[src/rtl/axi_write_arbiter.sv]
// Write-path arbiter: round-robin AW grant with a lock on pending handshakes,
// W beats forwarded in AW grant order via a small index FIFO, and B responses
// routed back using requester index bits prepended to the outgoing ID.
module axi_write_arbiter #(
  parameter int NB_REQ            = 4,
  parameter int AXI_ADDR_WIDTH    = 32,
  parameter int AXI_DATA_WIDTH    = 32,
  parameter int AXI_ID_WIDTH      = 4,
  parameter int MAX_W_OUTSTANDING = 4,
  localparam int IDX_W      = $clog2(NB_REQ),
  localparam int AXI_ID_OUT = AXI_ID_WIDTH + IDX_W,
  localparam int STRB_W     = AXI_DATA_WIDTH / 8
) (
  input  logic                                        clk,
  input  logic                                        rst,
  input  logic [NB_REQ-1:0]                           s_aw_valid,
  output logic [NB_REQ-1:0]                           s_aw_ready,
  input  logic [NB_REQ-1:0][AXI_ID_WIDTH-1:0]         s_aw_id,
  input  logic [NB_REQ-1:0][AXI_ADDR_WIDTH-1:0]       s_aw_addr,
  input  logic [NB_REQ-1:0][7:0]                      s_aw_len,
  input  logic [NB_REQ-1:0]                           s_w_valid,
  output logic [NB_REQ-1:0]                           s_w_ready,
  input  logic [NB_REQ-1:0][AXI_DATA_WIDTH-1:0]       s_w_data,
  input  logic [NB_REQ-1:0][STRB_W-1:0]               s_w_strb,
  input  logic [NB_REQ-1:0]                           s_w_last,
  output logic [NB_REQ-1:0]                           s_b_valid,
  input  logic [NB_REQ-1:0]                           s_b_ready,
  output logic [NB_REQ-1:0][AXI_ID_WIDTH-1:0]         s_b_id,
  output logic [NB_REQ-1:0][1:0]                      s_b_resp,
  output logic                                        m_aw_valid,
  input  logic                                        m_aw_ready,
  output logic [AXI_ID_OUT-1:0]                       m_aw_id,
  output logic [AXI_ADDR_WIDTH-1:0]                   m_aw_addr,
  output logic [7:0]                                  m_aw_len,
  output logic                                        m_w_valid,
  input  logic                                        m_w_ready,
  output logic [AXI_DATA_WIDTH-1:0]                   m_w_data,
  output logic [STRB_W-1:0]                           m_w_strb,
  output logic                                        m_w_last,
  input  logic                                        m_b_valid,
  output logic                                        m_b_ready,
  input  logic [AXI_ID_OUT-1:0]                       m_b_id,
  input  logic [1:0]                                  m_b_resp,
  output logic                                        err_o
);

  localparam int PTR_W = (MAX_W_OUTSTANDING > 1) ? $clog2(MAX_W_OUTSTANDING) : 1;
  localparam int CNT_W = $clog2(MAX_W_OUTSTANDING + 1);

  typedef enum logic {IDLE, LOCKED} state_t;

  state_t            state_q, state_d;
  logic [IDX_W-1:0]  rr_ptr_q, lock_idx_q, winner, grant_idx, cand;
  logic              any_valid, aw_hs, push, pop, fifo_full, fifo_empty, b_drop;
  int                j;
  logic [IDX_W-1:0]  fifo_mem [MAX_W_OUTSTANDING];
  logic [PTR_W-1:0]  wr_ptr_q, rd_ptr_q;
  logic [CNT_W-1:0]  count_q;
  logic [IDX_W-1:0]  head, b_idx;
  logic [IDX_W:0]    b_idx_ext;

  function automatic logic [IDX_W-1:0] next_req(input logic [IDX_W-1:0] v);
    if (int'(v) == NB_REQ - 1) return '0;
    else return v + 1'b1;
  endfunction

  function automatic logic [PTR_W-1:0] next_ptr(input logic [PTR_W-1:0] p);
    if (int'(p) == MAX_W_OUTSTANDING - 1) return '0;
    else return p + 1'b1;
  endfunction

  assign fifo_full  = (count_q == CNT_W'(MAX_W_OUTSTANDING));
  assign fifo_empty = (count_q == '0);
  assign head       = fifo_mem[rd_ptr_q];
  assign grant_idx  = (state_q == LOCKED) ? lock_idx_q : winner;
  assign aw_hs      = m_aw_valid && m_aw_ready;
  assign push       = aw_hs;
  assign pop        = m_w_valid && m_w_ready && m_w_last;

  // Round-robin pick: descending scan so the lowest offset from rr_ptr wins.
  always_comb begin
    winner    = rr_ptr_q;
    any_valid = 1'b0;
    j         = 0;
    cand      = '0;
    for (int i = NB_REQ - 1; i >= 0; i--) begin
      j = int'(rr_ptr_q) + i;
      if (j >= NB_REQ) j = j - NB_REQ;
      cand = IDX_W'(j);
      if (s_aw_valid[cand]) begin
        winner    = cand;
        any_valid = 1'b1;
      end
    end
  end

  // AW FSM next state and AW mux; the grant is frozen while LOCKED.
  always_comb begin
    state_d    = state_q;
    m_aw_valid = 1'b0;
    s_aw_ready = '0;
    case (state_q)
      IDLE:    m_aw_valid = any_valid && !fifo_full;
      LOCKED:  m_aw_valid = s_aw_valid[lock_idx_q];
      default: m_aw_valid = 1'b0;
    endcase
    if (rst) m_aw_valid = 1'b0;
    if (state_q == IDLE && m_aw_valid && !m_aw_ready) state_d = LOCKED;
    if (state_q == LOCKED && m_aw_valid && m_aw_ready) state_d = IDLE;
    s_aw_ready[grant_idx] = m_aw_valid && m_aw_ready;
    m_aw_id   = {grant_idx, s_aw_id[grant_idx]};
    m_aw_addr = s_aw_addr[grant_idx];
    m_aw_len  = s_aw_len[grant_idx];
  end

  // AW FSM state, lock index and round-robin pointer.
  always_ff @(posedge clk) begin
    if (rst) begin
      state_q    <= IDLE;
      rr_ptr_q   <= '0;
      lock_idx_q <= '0;
    end else begin
      state_q <= state_d;
      if (state_q == IDLE && m_aw_valid && !m_aw_ready) lock_idx_q <= winner;
      if (aw_hs) rr_ptr_q <= next_req(grant_idx);
    end
  end

  // Grant-order FIFO storage; pointers alone define which entries are live.
  always_ff @(posedge clk) begin
    if (push) fifo_mem[wr_ptr_q] <= grant_idx;
  end

  // Grant-order FIFO pointers and occupancy.
  always_ff @(posedge clk) begin
    if (rst) begin
      wr_ptr_q <= '0;
      rd_ptr_q <= '0;
      count_q  <= '0;
    end else begin
      if (push) wr_ptr_q <= next_ptr(wr_ptr_q);
      if (pop)  rd_ptr_q <= next_ptr(rd_ptr_q);
      case ({push, pop})
        2'b10:   count_q <= count_q + 1'b1;
        2'b01:   count_q <= count_q - 1'b1;
        default: count_q <= count_q;
      endcase
    end
  end

  // W mux follows the FIFO head; nothing is forwarded while it is empty.
  always_comb begin
    m_w_valid = 1'b0;
    s_w_ready = '0;
    m_w_data  = s_w_data[head];
    m_w_strb  = s_w_strb[head];
    m_w_last  = s_w_last[head];
    if (!fifo_empty && !rst) begin
      m_w_valid       = s_w_valid[head];
      s_w_ready[head] = m_w_ready;
    end
  end

  // B demux on the prepended index; out-of-range beats are swallowed.
  always_comb begin
    b_idx     = m_b_id[AXI_ID_OUT-1:AXI_ID_WIDTH];
    b_idx_ext = {1'b0, b_idx};
    s_b_valid = '0;
    m_b_ready = 1'b0;
    b_drop    = 1'b0;
    for (int i = 0; i < NB_REQ; i++) begin
      s_b_id[i]   = m_b_id[AXI_ID_WIDTH-1:0];
      s_b_resp[i] = m_b_resp;
    end
    if (!rst) begin
      if (b_idx_ext >= (IDX_W+1)'(NB_REQ)) begin
        m_b_ready = 1'b1;
        b_drop    = m_b_valid;
      end else begin
        s_b_valid[b_idx] = m_b_valid;
        m_b_ready        = s_b_ready[b_idx];
      end
    end
  end

  // Sticky error flag for dropped B beats.
  always_ff @(posedge clk) begin
    if (rst)         err_o <= 1'b0;
    else if (b_drop) err_o <= 1'b1;
  end

endmodule

[config.mk]
export PLATFORM = sky130hd
export DESIGN_NAME = axi_write_arbiter
export DESIGN_NICKNAME = d
export VERILOG_FILES = /design/src/rtl/axi_write_arbiter.sv
export SDC_FILE = /design/constraint.sdc
export NUM_CORES = 1
export LEC_CHECK = 0
export CAP_MARGIN = 20
export CELL_PAD_IN_SITES_DETAIL_PLACEMENT = 1
export CELL_PAD_IN_SITES_GLOBAL_PLACEMENT = 2
export CORE_AREA = 2 2 184 186
export DETAILED_ROUTE_END_ITERATION = 16
export DIE_AREA = 0 0 186 188
export PLACE_DENSITY = 0.86
export RECOVER_POWER = 50
export SLEW_MARGIN = 30
export SYNTH_ARGS = -nofsm -noshare
export SYNTH_HDL_FRONTEND = slang
export SYNTH_SLANG_ARGS = --single-unit
[constraint.sdc]
create_clock -name clk -period 6.1 [get_ports clk]
set_input_delay 1.525 -clock clk [delete_from_list [all_inputs] [get_ports clk]]
set_output_delay 1.525 -clock clk [all_outputs]
set_load 0.005 [all_outputs]
==> summary.txt, run 1 <==
largest net degree at the start of global routing: 43
setup violators final: 0
worst slew pin tran: 0.995 ns
Post-Syn Area: 3830 µm²
vias after detailed routing: 4643
#FFs+latches synth: 22
first-pass iteration count of the detailed router: 4
synth cell count leaders: 143 x mux2i_1, 40 x mux4_2, 25 x buf_4
Hold EP: rd_ptr_q[1]
top cells by area, synth: mux2i_1 37%, mux4_2 24%, dfxtp_1 7.3%, edfxtp_1 6.3%, buf_4 4.9%
syn_area_per_cell: 10.8 µm²
Critical Path Max Stage Delay: 0.52 ns
Routed Antenna Nets: 0
reg-to-reg slack, setup: 2.33 ns
# H-tree levels: 1
net load switching power: 0.296 mW
synth unique cells: 41
Die Width: 186 µm
worst-path fanout max: 32
Clock Skew: 0.00146 ns
Yosys warning count: 0
number of synthesized flops with an enable pin: 8
HPWL after DPL: 20400 µm
Post-CTS Setup Inserts: 0
drt wl/cell: 18.8 µm
CP required: 4.58 ns
fin crit share: 96.0%
Fmax: 171 MHz
hold crit path type: reg -> reg
Hold Crit Start: rd_ptr_q[1]
Reg clk slew, reported paths: 0.06 ns
Hold Crit Depth: 2
final hold viol count: 0
initial antenna violation count: 5
proportion of layout cells with a drive suffix above 1: 8.37%
Clock Path Buffers: 2
Slew headroom: 33.3%
worst endpoint data arrival time: 4.33 ns
status: finished, final reports clean
Post-CTS Hold Fix Bufs: 0
internal power: 0.757 mW
Critical Path Start Type: primary input
critical path type: in -> out
total placed cells including tap cells: 1209
Core Area: 33100 µm²
max-cap viol count: 0
Worst Setup End Kind: output pin
Tot GR Track Use: 12.3%
initial DRC count: 77
leading area contributor after synthesis: mux2i_1
Comb power frac: 67.0%
worst path cell trace: clkdlybuf4s50_1, nor3b_1, a2111oi_0, clkbuf_1, o31ai_4, buf_12, buf_4, mux2i_1, mux2i_1, clkdlybuf4s50_1
Leakage: 3.28 nW
port bufs: 440
Max VDD drop: 0.0788 mV
Reg2Reg Capture Point: count_q[2]
RD Place Congestion: 0.780
post-synthesis instance total: 356
Final Non-Filler Cells: 1218
Die Ht: 188 µm
Final nets: 1126
post-synthesis net count: 716
GR Overflow Total: 0
clk_lat worst skew: 0.25 ns
Via-to-Cell Ratio: 3.81
drt total wl: 22900 µm
Seq/Total Area, Yosys: 13.6%
Reg2Reg Depth: 10
# clock sinks: 22
area of the die: 35000 µm²
slowest CP cell: clkdlybuf4s50_1
Pwr Density: 120 nW/µm²
FFs w/ async S/R, synth: 0%
Top FF cell, synth: dfxtp_1
Max Transition Viols Final: 0
Switching Share: 28.1%
vias in the first global route: 5186
final setup TNS: 0 ns
num rows: 67
first-pass GRT wire length: 31700 µm
TritonCTS clock tree: done
Tmin final: 5.85 ns
Yosys top cell area share: 37.4%
CTS Root Cell: clkbuf_16
# IOs: 472
Tot Pwr: 1.05 mW
synthesis-to-layout area growth: 129%
Starting Density: 11.6%
part of the power in registers: 15.8%
total CTS buffers: 3
drc violations: 0
RSZ-0062 raised after global routing: no
most common cell in the netlist: mux2i_1
clock power share: 17.2%
post-cts sizing count: 0
state kept, by name, indices dropped and copies added (netlist names), named ones only:
| name | cells |
|---|---|
| count_q | 3 |
| rr_ptr_q | 2 |
| wr_ptr_q | 2 |
| state_q | 1 |
| lock_idx_q | 2 |
| rd_ptr_q | 2 |
| fifo_mem | 8 |
how the worst max path moves through the flow:
stage | from | endpoint | slack (ns) | cells past startpoint
6_report | s_aw_valid[1] | m_aw_addr[11] | 0.25 | 10
5_1_grt | s_aw_valid[1] | m_aw_addr[24] | 0.03 | 11
4_1_cts | s_aw_valid[1] | s_aw_ready[1] | 0.18 | 11
3_5_place_dp | s_aw_valid[1] | s_aw_ready[1] | 0.21 | 11
3_3_place_gp | s_aw_valid[1] | s_aw_ready[1] | 0.25 | 11
2_1_floorplan | s_aw_valid[0] | s_aw_ready[0] | 1.36 | 8
cells in the final DEF (no fill, tap or decap), types with 3 or more instances in the layout:
master,n
mux4_2,40
diode_2,5
a21oi_1,3
buf_12,3
and2_0,4
ha_1,10
edfxtp_1,8
nor2_1,16
clkbuf_16,3
dlygate4sd3_1,23
buf_4,11
mux2i_1,143
dfxtp_1,14
o21ai_0,3
nand2_1,5
clkbuf_1,3
nor2b_1,7
nor3_1,3
inv_1,9
clkdlybuf4s50_1,415
and2_1,5
logic make-up (layout without fill, tap and decap cells):
logic type / Yosys count / after routing / synth area share (%)
mux: 185 / 185 / 61.5
buf+inv: 62 / 471 / 8.96
simple gates: 53 / 53 / 7.81
flops: 22 / 22 / 13.6
compound gates: 20 / 20 / 3.76
fa+ha+maj: 11 / 11 / 3.79
xor+xnor: 2 / 2 / 0.458
other cells: 1 / 6 / 0.0980
per-layer routing:
| layer | vias up | global-route usage, % | routed length [µm] |
|---|---|---|---|
| met5 | - | 0 | 0 |
| met4 | 0 | 3.63 | 480 |
| met3 | 33 | 2.89 | 1840 |
| met2 | 268 | 25.4 | 12900 |
| met1 | 2173 | 11.6 | 7680 |
| li1 | 2169 | - | - |
power groups by stage:
| stage | Clock (mW) | Sequential, mW | Combinational (mW) |
|---|---|---|---|
| after floorplan | 0 | 0.167 | 0.267 |
| after global placement | 0 | 0.169 | 0.720 |
| after detailed placement | 0 | 0.169 | 0.727 |
| after CTS | 0.186 | 0.166 | 0.732 |
| after global routing | 0.191 | 0.167 | 0.760 |
| final | 0.181 | 0.166 | 0.705 |
through the flow:
stage	utilization (%)	hold WS, ns	worst slack (ns)	instance area [µm²]
floorplan	-	0.472	1.36	3830
global placement	26.2	0.491	0.245	8660
detailed placement	26.2	0.502	0.208	8660
CTS	26.5	0.516	0.183	8770
global route	26.5	0.572	0.0342	8770
finish	26.5	0.508	0.247	8770
worst max-delay path, delay by kind of cell:
| family | cells | cell delay [ns] |
|---|---|---|
| muxes | 2 | 0.38 |
| AOI/OAI and AO/OA | 2 | 0.44 |
| and+or+nand+nor | 1 | 0.24 |
| buffers and inverters | 5 | 1.70 |
area by class of cell:
cell class              instances  area [µm²]
inverters                      11        41.3
well taps                     448         561
multi-input cells             272        2980
flip-flops and latches         22         520
fillers                      3750       24300
clock inverters                 1        30.0
repair buffers                456        4550
diodes                          5        12.5
clock buffers                   3        75.1
No activity file was read; power rests on OpenSTA's default activity.
==> run 2, diff against run 1 <==
CTS_CLUSTER_SIZE = 20   (was not set)
==> results of run 2 <==
The final DEF is identical to that of run 1; final timing and power are the same.
==> run 3, diff against run 2 <==
CTS_BUF_LIST = sky130_fd_sc_hd__clkbuf_4 sky130_fd_sc_hd__clkbuf_8 sky130_fd_sc_hd__clkbuf_16   (was not set)
==> results of run 3 <==
The final DEF is identical to that of run 1; final timing and power are the same.
